$ cat src/rtl/dvp_pattern_source_if.sv
// DVP camera bus: pixel clock, frame/line syncs and one data byte per pclk.
// Purely combinational bundle; the source side owns every signal and there is no backpressure.
interface dvp_pattern_source_if;
  logic       dvp_pclk;
  logic       dvp_vsync;
  logic       dvp_href;
  logic [7:0] dvp_data;

  modport master (output dvp_pclk, dvp_vsync, dvp_href, dvp_data);
  modport slave  (input  dvp_pclk, dvp_vsync, dvp_href, dvp_data);
endinterface

$ cat src/rtl/dvp_pattern_source.sv
// Synthetic DVP camera: RGB565 test-pattern frames, high byte first, dvp_pclk = clk/2.
// Outputs change one clk after the pclk falling tick; free-running, no backpressure.
module dvp_pattern_source #(
  parameter int IMG_W       = 200,
  parameter int IMG_H       = 162,
  parameter int HBLANK      = 16,
  parameter int VSYNC_LINES = 3,
  parameter int VBP_LINES   = 2,
  parameter int VFP_LINES   = 2,
  parameter bit VSYNC_POL   = 1'b1
) (
  input  logic                  clk,
  input  logic                  rst_n,
  input  logic                  en_i,
  input  logic [1:0]            pattern_sel_i,
  dvp_pattern_source_if.master  dvp,
  output logic                  busy_o,
  output logic                  frame_done_o,
  output logic [7:0]            frame_cnt_o
);

  localparam int L     = 2 * IMG_W + HBLANK;
  localparam int ACT   = 2 * IMG_W;
  localparam int BAR_W = IMG_W / 8;
  localparam int MAXA  = (VSYNC_LINES > VBP_LINES) ? VSYNC_LINES : VBP_LINES;
  localparam int MAXB  = (IMG_H > VFP_LINES) ? IMG_H : VFP_LINES;
  localparam int MAXL  = (MAXA > MAXB) ? MAXA : MAXB;
  localparam int CW    = $clog2(L);
  localparam int LW    = $clog2(MAXL + 1);
  localparam int BW    = $clog2(BAR_W + 1);

  typedef enum logic [2:0] {S_IDLE, S_VSYNC, S_VBP, S_ACTIVE, S_VFP} state_t;

  state_t          state_q, state_d;
  logic            ph_q;
  logic [CW-1:0]   col_q, col_d;
  logic [LW-1:0]   line_q, line_d;
  logic [2:0]      bar_q, bar_d;
  logic [BW-1:0]   bpx_q, bpx_d;
  logic [1:0]      sel_q, sel_d;
  logic [5:0]      solid_q, solid_d;
  logic            busy_q, busy_d;
  logic            done_q, done_d;
  logic [7:0]      cnt_q, cnt_d;

  logic            last_col;
  logic [LW-1:0]   last_line;
  logic [7:0]      cnt_inc;
  logic            href;
  logic [15:0]     pix;
  logic [5:0]      xg;
  logic            x3, y3;

  always_ff @(posedge clk or negedge rst_n) begin
    if (!rst_n) begin
      ph_q    <= 1'b0;
      state_q <= S_IDLE;
      col_q   <= '0;
      line_q  <= '0;
      bar_q   <= '0;
      bpx_q   <= '0;
      sel_q   <= '0;
      solid_q <= '0;
      busy_q  <= 1'b0;
      done_q  <= 1'b0;
      cnt_q   <= '0;
    end else begin
      ph_q    <= ~ph_q;
      state_q <= state_d;
      col_q   <= col_d;
      line_q  <= line_d;
      bar_q   <= bar_d;
      bpx_q   <= bpx_d;
      sel_q   <= sel_d;
      solid_q <= solid_d;
      busy_q  <= busy_d;
      done_q  <= done_d;
      cnt_q   <= cnt_d;
    end
  end

  assign last_col = (col_q == CW'(L - 1));
  assign cnt_inc  = cnt_q + 8'd1;

  always_comb begin
    last_line = LW'(VFP_LINES - 1);
    case (state_q)
      S_VSYNC:  last_line = LW'(VSYNC_LINES - 1);
      S_VBP:    last_line = LW'(VBP_LINES - 1);
      S_ACTIVE: last_line = LW'(IMG_H - 1);
      default:  last_line = LW'(VFP_LINES - 1);
    endcase
  end

  // Everything advances only on the clk edge where ph falls, i.e. when ph_q is 1.
  always_comb begin
    state_d = state_q;
    col_d   = col_q;
    line_d  = line_q;
    bar_d   = bar_q;
    bpx_d   = bpx_q;
    sel_d   = sel_q;
    solid_d = solid_q;
    busy_d  = busy_q;
    done_d  = 1'b0;
    cnt_d   = cnt_q;
    if (ph_q) begin
      if (state_q == S_IDLE) begin
        if (en_i) begin
          state_d = S_VSYNC;
          sel_d   = pattern_sel_i;
          solid_d = cnt_q[7:2];
          busy_d  = 1'b1;
          col_d   = '0;
          line_d  = '0;
        end
      end else begin
        col_d = last_col ? '0 : col_q + CW'(1);
        if (state_q == S_ACTIVE && href && col_q[0]) begin
          if (bpx_q == BW'(BAR_W - 1)) begin
            bpx_d = '0;
            bar_d = bar_q + 3'd1;
          end else begin
            bpx_d = bpx_q + BW'(1);
          end
        end
        if (last_col) begin
          bar_d  = '0;
          bpx_d  = '0;
          line_d = line_q + LW'(1);
          if (line_q == last_line) begin
            line_d = '0;
            case (state_q)
              S_VSYNC:  state_d = S_VBP;
              S_VBP:    state_d = S_ACTIVE;
              S_ACTIVE: state_d = S_VFP;
              default: begin
                done_d = 1'b1;
                cnt_d  = cnt_inc;
                if (en_i) begin
                  state_d = S_VSYNC;
                  sel_d   = pattern_sel_i;
                  solid_d = cnt_inc[7:2];
                end else begin
                  state_d = S_IDLE;
                  busy_d  = 1'b0;
                end
              end
            endcase
          end
        end
      end
    end
  end

  function automatic logic [15:0] grey565(input logic [5:0] v);
    return {v[5:1], v, v[5:1]};
  endfunction

  // Pixel x = col/2, so x[7:2] = col[..:3] and x[3] = col[4].
  assign href = (state_q == S_ACTIVE) && (col_q < CW'(ACT));
  assign xg   = 6'(col_q >> 3);
  assign x3   = col_q[4];
  assign y3   = (32'(line_q) & 32'd8) != 32'd0;

  always_comb begin
    pix = 16'h0000;
    case (sel_q)
      2'd0: begin
        case (bar_q)
          3'd0:    pix = 16'hFFFF;
          3'd1:    pix = 16'hFFE0;
          3'd2:    pix = 16'h07FF;
          3'd3:    pix = 16'h07E0;
          3'd4:    pix = 16'hF81F;
          3'd5:    pix = 16'hF800;
          3'd6:    pix = 16'h001F;
          default: pix = 16'h0000;
        endcase
      end
      2'd1:    pix = grey565(xg);
      2'd2:    pix = grey565(solid_q);
      default: pix = (x3 ^ y3) ? 16'hFFFF : 16'h0000;
    endcase
  end

  assign dvp.dvp_pclk  = ph_q;
  assign dvp.dvp_vsync = (state_q == S_VSYNC) ? VSYNC_POL : ~VSYNC_POL;
  assign dvp.dvp_href  = href;
  assign dvp.dvp_data  = href ? (col_q[0] ? pix[7:0] : pix[15:8]) : 8'h00;
  assign busy_o        = busy_q;
  assign frame_done_o  = done_q;
  assign frame_cnt_o   = cnt_q;

endmodule
$ cat src/flat_wrapper.sv
// flat-port wrapper written by rule: the top's interface ports become plain ports
module dvp_pattern_source_flat 
#(
  parameter int IMG_W       = 200,
  parameter int IMG_H       = 162,
  parameter int HBLANK      = 16,
  parameter int VSYNC_LINES = 3,
  parameter int VBP_LINES   = 2,
  parameter int VFP_LINES   = 2,
  parameter bit VSYNC_POL   = 1'b1
)
  (clk, rst_n, en_i, pattern_sel_i, busy_o, frame_done_o, frame_cnt_o, dvp_dvp_pclk, dvp_dvp_vsync, dvp_dvp_href, dvp_dvp_data);
  dvp_pattern_source_if dvp_i ();
  input  logic clk;
  input  logic rst_n;
  input  logic en_i;
  input  logic [1:0] pattern_sel_i;
  output logic busy_o;
  output logic frame_done_o;
  output logic [7:0] frame_cnt_o;
  output wire logic [$bits(dvp_i.dvp_pclk)-1:0] dvp_dvp_pclk;
  output wire logic [$bits(dvp_i.dvp_vsync)-1:0] dvp_dvp_vsync;
  output wire logic [$bits(dvp_i.dvp_href)-1:0] dvp_dvp_href;
  output wire logic [$bits(dvp_i.dvp_data)-1:0] dvp_dvp_data;
  assign dvp_dvp_pclk = dvp_i.dvp_pclk;
  assign dvp_dvp_vsync = dvp_i.dvp_vsync;
  assign dvp_dvp_href = dvp_i.dvp_href;
  assign dvp_dvp_data = dvp_i.dvp_data;
  dvp_pattern_source #(.IMG_W(IMG_W), .IMG_H(IMG_H), .HBLANK(HBLANK), .VSYNC_LINES(VSYNC_LINES), .VBP_LINES(VBP_LINES), .VFP_LINES(VFP_LINES), .VSYNC_POL(VSYNC_POL)) u_core (.clk(clk), .rst_n(rst_n), .en_i(en_i), .pattern_sel_i(pattern_sel_i), .dvp(dvp_i), .busy_o(busy_o), .frame_done_o(frame_done_o), .frame_cnt_o(frame_cnt_o));
endmodule
$ cat config.mk
export PLATFORM = sky130hd
export DESIGN_NAME = dvp_pattern_source_flat
export DESIGN_NICKNAME = d
export VERILOG_FILES = /design/src/rtl/dvp_pattern_source_if.sv /design/src/rtl/dvp_pattern_source.sv /design/src/flat_wrapper.sv
export SDC_FILE = /design/constraint.sdc
export NUM_CORES = 1
export LEC_CHECK = 0
export BUFFER_PORTS_ARGS = -buffer_cell sky130_fd_sc_hd__buf_2
export CAP_MARGIN = 20
export CORE_MARGIN = 4
export CORE_UTILIZATION = 45
export CTS_BUF_LIST = sky130_fd_sc_hd__clkbuf_4 sky130_fd_sc_hd__clkbuf_8
export DETAILED_ROUTE_END_ITERATION = 16
export PLACE_DENSITY_LB_ADDON = 0.05
export SYNTH_ARGS = -nofsm -noshare
export SYNTH_HDL_FRONTEND = slang
export SYNTH_SLANG_ARGS = --single-unit
$ cat constraint.sdc
create_clock -name clk -period 4.8 [get_ports clk]
set_input_delay 0.48 -clock clk [delete_from_list [all_inputs] [get_ports clk]]
set_output_delay 0.48 -clock clk [all_outputs]
set_load 0.1 [all_outputs]
==> impl_results.md <==
- Worst-case vdd ir drop: 0.000436 V
- Power Density: 527 nW/um^2
- Seq/Total Area, Yosys: 41.7%
- Largest net degree at the start of global routing: 48
- Post-synth top cells: 47 x dfrtp_1, 40 x nand2_1, 38 x o21ai_0
- Post-synth EDFFs: 0
- Setup crit end kind: output pin
- Top_reg_cell synth: dfrtp_1
- Grt total ovfl: 0
- Overall Power: 0.00163 W
- R2r setup slk: 2.01 ns
- Routed Antenna Nets: 0
- Post-synthesis async set-or-reset flop share: 100%
- Initial Util: 47.1%
- Crit path launch: u_core.bar_q[1]
- RSZ-0062 raised after global routing: false
- Synth warnings: 0
- Hold buffer count at cts: 0
- Worst relative slew slack: 45.1%
- Die width: 87.2 um
- Gpl congestion: 0.824
- Synth Net Count: 326
- Worst R2R Path Depth: 6
- Synth top area cells: dfrtp_1 42%, o21ai_0 6.7%, nand2_1 5.3%
- Final Max Tran Viols: 0
- Gates resized, CTS repair: 0
- Crit path required time: 4.32 ns
- Area Overhead vs Synth: 9.32%
- Clock Skews: 0.00601 ns
- Drt first pass iters: 4
- Final wirelength: 6.41 mm
- Die Height: 87.2 um
- Cell taking the most area after synthesis: dfrtp_1
- Vias/cell: 5.72
- Leakage: 1.37 nW
- Setup ws final: 1.93 ns
- Reg clk slew, reported paths: 0.09 ns
- Mapped cell area: 2820 sq um
- Post-synth cell types: 48
- WL/cell: 15.7 um
- DP HPWL: 4.50 mm
- Layout cells sized above 1: 15.0%
- Post-synth top area share: 41.7%
- Flops & latches, synth: 47
- CTS H-tree depth: 2
- Endpoints failing hold: 0
- Number of cells produced by synthesis: 311
- Most instantiated library cell after synthesis: dfrtp_1
- FMAX: 348 MHz
- DRC viols: 0
- Core area: 5990 sq um
- Layout Nets: 348
- Worst r2r src: u_core.col_q[0]
- Max clock buf depth: 2
- Initial antenna violation count: 0
- Post-DP Area: 2980 sq um
- Final min period: 2.87 ns
- Final Instance Area: 3080 sq um
- Via Count: 2,333
- Total die area: 7600 sq um
- Port bufs: 25
- Hold Crit Class: in -> async
- Setup Fix Bufs, Post-CTS: 0
- Final setup vio count: 0
- Post-Place Worst Slack: 2.00 ns
- CTS tree: done
- Status: finished clean
- Data arrival time of the worst path: 2.39 ns
- TritonCTS Sinks: 47
- Worst setup endpoint: dvp_dvp_data[3]
- First-pass GRT wire length: 11.1 mm
- DR iter-0 viols: 137
- Crit path kind: reg -> out
- Mean Syn Cell Area: 9.07 sq um
- Slew @ Worst Pin: 0.823 ns
- Type of origin of the critical path: register
- Number of max-cap violations: 0
- # rows: 28
- CTS buffer count: 5
- Clk_lat worst skew: 0.30 ns
- Final worst path period share: 59.9%
- R2R Path End: u_core.line_q[7]
- Total Routing Usage GR: 18.5%
- Root buffer cell: clkbuf_8
- IO Count: 26
- Vias in the first global route: 2,259
- Max FO, Critical Path: 5
- Ant diodes: 0
[area by class of cell]
class                   instances  area, sq um
multi-input cells             242         1540
clock buffers                   6         82.6
flip-flops and latches         47         1180
fillers                       583         2910
inverters                      10         37.5
well taps                      75         93.8
clock inverters                 1         5.00
repair buffers                 27          153
[layout by cell type (no fill, tap or decap), drive strengths merged, types with 2 or more instances in the layout]
cell,n
nor2b,5
mux2,3
a22o,6
nand4,2
xor2,7
clkbuf,6
mux2i,5
o22ai,9
and2b,2
inv,10
and2,2
and3,5
nor4,3
nor4b,3
or4,2
xnor2,4
nor2,18
nand3,14
ha,10
o31ai,7
o2bb2ai,5
a21oi,18
a21o,4
dfrtp,47
nand2,40
nor3,7
or3,6
buf,27
nand2b,8
o21ai,39
[power breakdown]
part | internal, W | leakage (nW) | switching, W
clock | 0.000113 | 0.0470 | 0.000130
combinational | 0.000230 | 0.701 | 0.000590
sequential | 0.000459 | 0.624 | 0.000102
[sequential cells by signal (all words and copies together), names as in the netlist]
name / count
u_core.bar_q: 3
u_core.line_q: 8
u_core.busy_o: 1
u_core.frame_cnt_o: 8
u_core.dvp.dvp_pclk: 1
u_core.bpx_q: 5
u_core.state_q: 3
u_core.col_q: 9
u_core.frame_done_o: 1
u_core.solid_q: 6
u_core.sel_q: 2
[through the flow]
stage | TNS, ns | hold slack, ns | std cells | util (%)
final | 0 | 0.143 | 408 | 51.5
after detailed placement | 0 | 0.484 | 400 | 49.7
after floorplan | -2.81 | 0.184 | 311 | -
after global placement | 0 | 0.485 | 400 | 49.7
after global routing | 0 | 0.174 | 408 | 51.5
after CTS | 0 | 0.403 | 407 | 51.1
[cell families after synthesis]
family | share of synthesized area, %
simple gates | 23.2
compound gates | 20.3
flops | 41.7
buf+inv | 3.86
xor+xnor | 3.42
fa+ha+maj | 4.44
mux | 3.11
[worst max-delay path: stages, from the launching register on]
cell,delay [ns]
dfrtp_1,0.42
inv_1,0.11
ha_1,0.17
nor2_1,0.05
o31ai_1,0.54
o22ai_1,0.19
a21oi_1,0.17
buf_2,0.44
[worst min path at each step]
| stage | from | end | slack [ns] | depth (start not counted) |
|---|---|---|---|---|
| final | rst_n | u_core.frame_cnt_o[2] | 0.14 | 1 |
| after detailed placement | u_core.solid_q[2] | u_core.solid_q[2] | 0.48 | 1 |
| after floorplan | rst_n | u_core.bar_q[0] | 0.18 | 0 |
| after CTS | pattern_sel_i[0] | u_core.sel_q[0] | 0.40 | 2 |
| after global placement | u_core.solid_q[2] | u_core.solid_q[2] | 0.48 | 1 |
| after global routing | rst_n | u_core.bpx_q[0] | 0.17 | 1 |
[layer usage]
metal / track usage (%) / up-vias / wire length, um
met3: 3.41 / 5 / 222
met1: 26.4 / 1122 / 3260
met2: 28.5 / 39 / 2860
met4: 5.72 / 0 / 62
met5: 0 / - / 0
li1: - / 1167 / -
Note: power is estimated with default switching activity, not from simulation.
